--- config.mk ---
export PLATFORM = sky130hd
export DESIGN_NAME = lag_pair_average
export DESIGN_NICKNAME = d
export VERILOG_FILES = /design/src/rtl/lag_pair_average.sv
export SDC_FILE = /design/constraint.sdc
export NUM_CORES = 1
export LEC_CHECK = 0
export ABC_AREA = 0
export BUFFER_PORTS_ARGS = -buffer_cell sky130_fd_sc_hd__buf_2
export CAP_MARGIN = 30
export CORE_MARGIN = 2
export CORE_UTILIZATION = 56
export CTS_BUF_LIST = sky130_fd_sc_hd__clkbuf_8
export CTS_CLUSTER_DIAMETER = 50
export CTS_CLUSTER_SIZE = 28
export DETAILED_ROUTE_END_ITERATION = 10
export GPL_ROUTABILITY_DRIVEN = 0
export HOLD_SLACK_MARGIN = 0.05
export MAX_ROUTING_LAYER = met4
export PLACE_DENSITY = 0.71
export SYNTH_ARGS = -nofsm -noshare
export SYNTH_HDL_FRONTEND = slang
export SYNTH_SLANG_ARGS = --single-unit
export TNS_END_PERCENT = 20
--- constraint.sdc ---
create_clock -name clk -period 6.1 [get_ports clk]
set_input_delay 1.22 -clock clk [delete_from_list [all_inputs] [get_ports clk]]
set_output_delay 1.22 -clock clk [all_outputs]
set_load 0.05 [all_outputs]
--- src/rtl/lag_pair_average.sv ---
// lag_pair_average: capture DEPTH samples, then stream the round-half-up average
// of mem[j] and mem[j+LAG] for j = 0..DEPTH-LAG-1 over a valid/ready output.
// Optional build macro LAG_AVG_DIFF_EN adds a `mode` input; mode=1 streams
// |a-b| instead of the average for the whole frame (latched at FILL->EMIT).

// Pair arithmetic: round-half-up average, or absolute difference.
module lag_pair_alu #(
  parameter int WIDTH = 8
) (
  input  logic [WIDTH-1:0] a,
  input  logic [WIDTH-1:0] b,
  input  logic             diff_en,
  output logic [WIDTH-1:0] y
);
  logic [WIDTH:0]   sum;
  logic [WIDTH-1:0] avg;
  logic [WIDTH-1:0] adiff;

  // (a+b)/2 rounded up on .5; max result is 2^WIDTH-1, so no overflow.
  always_comb begin
    sum   = {1'b0, a} + {1'b0, b};
    avg   = sum[WIDTH:1] + WIDTH'(sum[0]);
    adiff = (a >= b) ? (a - b) : (b - a);
    y     = diff_en ? adiff : avg;
  end
endmodule

module lag_pair_average #(
  parameter int WIDTH = 8,
  parameter int DEPTH = 128,
  parameter int LAG   = 8
) (
  input  logic             clk,
  input  logic             reset,
  input  logic             start,
  input  logic             in_valid,
  output logic             in_ready,
  input  logic [WIDTH-1:0] data,
  output logic             out_valid,
  input  logic             out_ready,
  output logic [WIDTH-1:0] out_data,
  output logic             done
`ifdef LAG_AVG_DIFF_EN
  ,
  input  logic             mode
`endif
);
  localparam int NOUT  = DEPTH - LAG;
  localparam int CNT_W = $clog2(DEPTH + 1);
  localparam int AW    = (DEPTH > 1) ? $clog2(DEPTH) : 1;

  typedef enum logic [1:0] {ST_FILL, ST_EMIT, ST_DONE} state_t;

  state_t           state, state_nxt;
  logic [CNT_W-1:0] wr_cnt;
  logic [CNT_W-1:0] rd_idx;
  logic [WIDTH-1:0] mem [DEPTH];
  logic [AW-1:0]    ra, rb;
  logic [WIDTH-1:0] res;
  logic             alu_diff;
  logic             wr_en, last_wr, adv, emit_go, emit_end;

  assign in_ready = (state == ST_FILL);
  assign wr_en    = in_ready && in_valid && !start;
  assign last_wr  = wr_en && (wr_cnt == CNT_W'(DEPTH - 1));
  // Output register may be reloaded when empty or being drained this edge.
  assign adv      = !out_valid || out_ready;
  assign emit_go  = (state == ST_EMIT) && adv && (rd_idx <  CNT_W'(NOUT));
  assign emit_end = (state == ST_EMIT) && adv && (rd_idx == CNT_W'(NOUT));

  // rb wraps harmlessly when rd_idx==NOUT; the read is unused then.
  assign ra = rd_idx[AW-1:0];
  assign rb = ra + AW'(LAG);

`ifdef LAG_AVG_DIFF_EN
  logic mode_q;
  // Frame mode is captured on the edge that completes the fill.
  always_ff @(posedge clk or negedge reset)
    if (!reset)       mode_q <= 1'b0;
    else if (last_wr) mode_q <= mode;
  assign alu_diff = mode_q;
`else
  assign alu_diff = 1'b0;
`endif

  lag_pair_alu #(.WIDTH(WIDTH)) u_alu (
    .a       (mem[ra]),
    .b       (mem[rb]),
    .diff_en (alu_diff),
    .y       (res)
  );

  // Sample buffer: no reset, every entry is written during FILL before use.
  always_ff @(posedge clk)
    if (wr_en) mem[wr_cnt[AW-1:0]] <= data;

  // State register.
  always_ff @(posedge clk or negedge reset)
    if (!reset) state <= ST_FILL;
    else        state <= state_nxt;

  // Next state; start aborts from anywhere.
  always_comb begin
    state_nxt = state;
    if (start) state_nxt = ST_FILL;
    else begin
      case (state)
        ST_FILL: if (last_wr)  state_nxt = ST_EMIT;
        ST_EMIT: if (emit_end) state_nxt = ST_DONE;
        default: state_nxt = state;
      endcase
    end
  end

  // Counters, output register and done flag.
  always_ff @(posedge clk or negedge reset) begin
    if (!reset) begin
      wr_cnt    <= '0;
      rd_idx    <= '0;
      out_valid <= 1'b0;
      out_data  <= '0;
      done      <= 1'b0;
    end else if (start) begin
      wr_cnt    <= '0;
      rd_idx    <= '0;
      out_valid <= 1'b0;
      done      <= 1'b0;
    end else begin
      if (wr_en) wr_cnt <= wr_cnt + 1'b1;
      if (last_wr) rd_idx <= '0;
      if (emit_go) begin
        out_data  <= res;
        out_valid <= 1'b1;
        rd_idx    <= rd_idx + 1'b1;
      end else if (emit_end) begin
        out_valid <= 1'b0;
        done      <= 1'b1;
      end
    end
  end
endmodule

* Yosys cells after proc, flatten, opt, wreduce, memory -nomap -nowiden *
Memories as Yosys holds them, arrays and structs flattened.
Index checks and enable logic that the tools add are counted.

operators by class
  reductions and logical operators = 18
  multiplexer cells = 17
  eq/ne operators = 6
  bitwise operators = 1
  $add $sub $neg = 5
  order comparisons = 1

operators by type and width
  cell                   count
  $mux W8                5
  $add A8 B1 Y8 const B  2
  $eq A8 B7 Y1 const B   2
  $add A8 B8 Y9          1
  $reduce_bool A3 Y1     3
  $add A8 B1 Y8          1
  $lt A8 B7 Y1 const B   1
  $mux W1                8
  $add A7 B4 Y7 const B  1
  $logic_and A1 B1 Y1    6
  $mux W2                3
  $pmux W2 S2            1
  $reduce_and A2 Y1      2
  $reduce_bool A2 Y1     2
  $ne A3 B2 Y1 const B   1
  $ne A3 B3 Y1 const B   1
  $reduce_and A3 Y1      1
  $eq A2 B1 Y1 const B   1
  $logic_not A1 Y1       2
  $logic_not A2 Y1       1
  $ne A2 B2 Y1 const B   1
  $logic_or A1 B1 Y1     1
  $not A1 Y1             1

word-level totals
  bits of input ports = 13
  memories kept = 1
  memory bits (writable) = 1024
  word-level logic and storage cells = 55
  register bits = 28
  output and inout port bits = 11

memory list
  name  words  bits a word  read ports  clocked after Yosys merged registers in  wr ports  RTL line  source
  mem   128    8            2           0                                        1         57        logic [WIDTH-1:0] mem [DEPTH];

* Logic depth before layout (Yosys ltp) *
  depth after elaboration = 7
  mapped depth = 21
  depth with buffers taken out = 17

* Cells and area by module *
Synthesis repeated with hierarchy kept, for this count alone.

unflattened totals
  cell total of the unflattened synthesis = 2411
  area total of the unflattened synthesis = 44113.6 um^2

modules (own cells, without submodules)
  module            instances  seq. area each (um^2)  area each (um^2)  cells an instance
  lag_pair_average  1          31450.2                42782.3           2244
  lag_pair_alu      1          0.0                    1331.3            167

* Worst setup path after synthesis *
OpenSTA, ideal clock, no wires.

  path kind = register to register
  start point = register rd_idx[4]
  end point = register out_data[7]
  arrival = 4417 ps
  clock period less this slack = 4498 ps
  stages on the path, launching flop included = 18
  slack = 1602 ps
  setup time = 82 ps
  path buffers = 3
  required time = 6018 ps
  path through = dfrtp_1 ha_1 clkbuf_1 buf_1 clkbuf_1 mux2i_1 a211oi_1 a21oi_1 nand3_1 ha_1 inv_1 fa_1 nand2b_1 a21oi_1 xnor2_1 nand4_1 or4b_2 a31oi_1

on the way
  longest elaborated chain between the ends = 4
  elaborated cells on any way between the ends = 7
  classes of those cells = add/sub (3); order compare (1); reduce/logical (2); memory (1)

ends and longest elaborated chain
  item                    RTL line  source
  start, declared         56        logic [CNT_W-1:0] rd_idx;
  start signal, assigned  134       rd_idx <= rd_idx + 1'b1;
  $add A7 B4 Y7           73        assign rb = ra + AW'(LAG);
  $mem_v2 Z128 W8         -
  $add A8 B8 Y9           21        sum = {1'b0, a} + {1'b0, b};
  $add A8 B1 Y8           22        avg = sum[WIDTH:1] + WIDTH'(sum[0]);
  end signal, assigned    132       out_data <= res;
  end, declared           41        output logic [WIDTH-1:0] out_data,

Parallel ways exist; a longest one is shown, timed or not.
A chain may end at the register's enable or synchronous reset.

* Final worst setup path *
  start point = register rd_idx[1]
  end point = register out_data[7]

Same word-level chain as after synthesis.

==> metrics <==
outcome finished, violations left; failing checks DRC; Pwr Density 262.8 mW/mm^2; critical-path maximum fanout 78; fin crit period 5.542 ns; Core Box Area 0.07874 sq mm; drt drc 1; post-synthesis simple-gate area fraction 5.399%; CTS Buffer Depth 3; largest family of logic cells by synthesized area multiplexers; reg2reg end out_data[7]; cells after synthesis 2396; area share of the largest cell type after synthesis 69.36%; XOR/XNOR Fraction of Synth Area 0.3358%; Synth area leader edfxtp_1; vias in the first global route 23983; Vias/cell 6.856; CP endpoint out_data[7]; hold buffers post-CTS 0; post-route setup TNS 0 ns; CP Launch Point rd_idx[1]; via count 24477; post-synthesis net count 2424; CTS Root Cell clkbuf_8; antenna violations before repair 4; I/O Buffers 23; reg-to-reg slack, setup 0.56 ns; Data required, critical path 6.75 ns; Yosys warnings 0; GRT Resource Usage Total 28.58%; VDD IR max 0.0002673 V; H-tree levels 3; WL per Instance 31.24 um; critical path endpoint category register; Synth area leaders edfxtp_1 69%, mux4_2 15%, mux2i_1 2.6%, dfrtp_1 1.6%, nor2_1 1.4%; final design utilization 60.99%; Setup Buffers After CTS 0; RSZ-0062 raised after global routing false; distinct cell type count after synthesis 64; post-synthesis mux area share 17.28%; number of flops mapped to enable cells by yosys 1024; Post-DRT Antenna Nets 0; worst r2r path cells 13; crit-path cells buf_12 -> buf_4 -> mux4_2 -> mux4_2 -> a22oi_1 -> nand3_1 -> ha_1 -> nand3_1 -> o221a_2 -> xnor2_1 -> nand4_1 -> or4b_2 -> a31oi_1; Synth top cells by count 1024 x edfxtp_1, 286 x mux4_2, 167 x nor2_1; R2R Path Start rd_idx[1]; die height 285.4 um; post-CTS sizing 0; Tcrit/Tclk final 90.85%; number of synthesized register bits 1052; Primary FF master, synth edfxtp_1; Layout area overhead 8.314%; leading cell type by number of instances after synthesis edfxtp_1; layout net count 2468; total I/O pin count 24; post-detail-place hpwl 73640 um; Seq/Total Area, Yosys 70.94%; drt total wl 111500 um; delay-heaviest family, CP simple AND/OR/NAND/NOR gates; Compound-Gate Fraction of Synth Area 3.816%; Max Freq 0.1804 GHz; die width 285.4 um; Hold/Removal Path Class in2async; CTS sink count 1052; Post-synth ARST share 2.662%; initial core utilization 56.30%; 1st-pass router iterations 9; worst slew pin tran 1.033 ns; worst setup path category reg2reg; final hold vios 0; Worst-path clk slew 0.11 ns; Mapped Avg Cell Area 18.50 sq um; Worst Path Arrival 6.19 ns; Fin Clk Skew 0.04908 ns; Slowest cell on crit path dfrtp_4; global-route wire length before repair 164100 um; synthesized cell area 0.04434 sq mm; die area 0.08144 sq mm; GRT overflow 0; Crit path depth 13; layout cells sized above 1 22.85%; adder-cell share of the synthesized area 0.4403%; Max Cap Violations 0; pin count of the biggest net entering global routing 80; TritonCTS Buffers 90; crit-path max cell delay 0.91 ns; critical path launch point type register; Final Cell Area 0.04802 sq mm; Final Setup Violations 0; Max-slew headroom 30.89%; worst-skew pair later-pin latency 0.74 ns; buffers and inverters on the worst path 2; Iteration-0 DRC Markers 4022; DP Area 0.04587 sq mm; # rows 103; CTS tree done; Leak 14.53 nW; Slew Limit Fails 0
[cells in the final DEF, fill, tap and decap left out, types with 13 or more instances in the layout]
cell type	count
a22oi_1	45
nand2_1	71
nand4_1	25
inv_1	18
nor3_1	23
buf_4	80
nand3_1	78
a211oi_1	49
ha_1	13
clkbuf_8	91
a31oi_1	35
mux4_2	286
edfxtp_1	1024
and3_1	33
nor2_1	167
dfrtp_1	24
nor2b_1	36
a21oi_1	51
o21ai_0	21
inv_12	14
mux2i_1	114
buf_2	15
[where the power goes]
| part | internal (mW) | switching, mW | leakage (nW) |
|---|---|---|---|
| Sequential | 7.92 | 0.00408 | 9.58 |
| Combinational | 0.0338 | 0.169 | 3.89 |
| Clock | 1.71 | 2.78 | 1.06 |
| Total | 9.66 | 2.96 | 14.5 |
[sequential cells by signal (all words and copies together) (netlist names)]
name       flops
mem         1024
wr_cnt         8
done           1
out_data       8
state          2
rd_idx         8
out_valid      1
[how the worst min path moves through the flow]
stage	to	cells after the start	start	slack (ns)
after floorplan	rd_idx[7]	2	rd_idx[7]	0.51
after global placement	rd_idx[7]	2	rd_idx[7]	0.52
after detailed placement	rd_idx[7]	2	rd_idx[7]	0.54
after CTS	out_valid	1	reset	0.49
after global routing	rd_idx[1]	1	reset	0.55
final	rd_idx[1]	1	reset	0.54
[layout make-up]
type,count,area [sq um]
Multi-Input combinational cell,1176,12170
Clock buffer,91,1252
Inverter,15,56.30
Fill cell,5506,30720
Antenna cell,4,10.01
Clock inverter,77,869.6
Timing Repair Buffer,105,890.9
Sequential cell,1052,31460
Tap cell,1050,1314
[worst reg2reg max path, cell delays in order (launching register included)]
cell and delay (ns):
dfrtp_4 0.91, buf_12 0.48, buf_4 0.40, mux4_2 0.39, mux4_2 0.53, a22oi_1 0.41
nand3_1 0.14, ha_1 0.39, nand3_1 0.10, o221a_2 0.31, xnor2_1 0.29, nand4_1 0.23
or4b_2 0.69, a31oi_1 0.18
[kinds of logic (layout without fill, tap and decap cells)]
logic type,count (synthesis),after routing
other cells,0,4
flops,1052,1052
buf+inv,168,288
mux,407,407
compound gates,251,251
xor+xnor,17,17
simple gates,486,486
fa+ha+maj,15,15
[per-stage QoR]
| stage | setup WS, ns | instances | total power, mW | hold WS, ns |
|---|---|---|---|---|
| 4_1_cts | 0.6602 | 3563 | 12.69 | 0.4909 |
| 5_1_grt | 0.2689 | 3570 | 12.96 | 0.5487 |
| 2_1_floorplan | 1.602 | 2396 | 8.138 | 0.5056 |
| 3_5_place_dp | 0.7052 | 3395 | 8.291 | 0.5381 |
| 6_report | 0.5581 | 3570 | 12.62 | 0.5416 |
| 3_3_place_gp | 0.8347 | 3384 | 8.277 | 0.5202 |
[per-layer routing]
layer / share of wire [%] / GRT usage (%)
met3: 11 / 5.656
met5: 0 / -
met4: 4.2 / 10.62
met1: 39 / 40.60
met2: 46 / 41.68
Note: power is estimated with default switching activity, not from simulation.
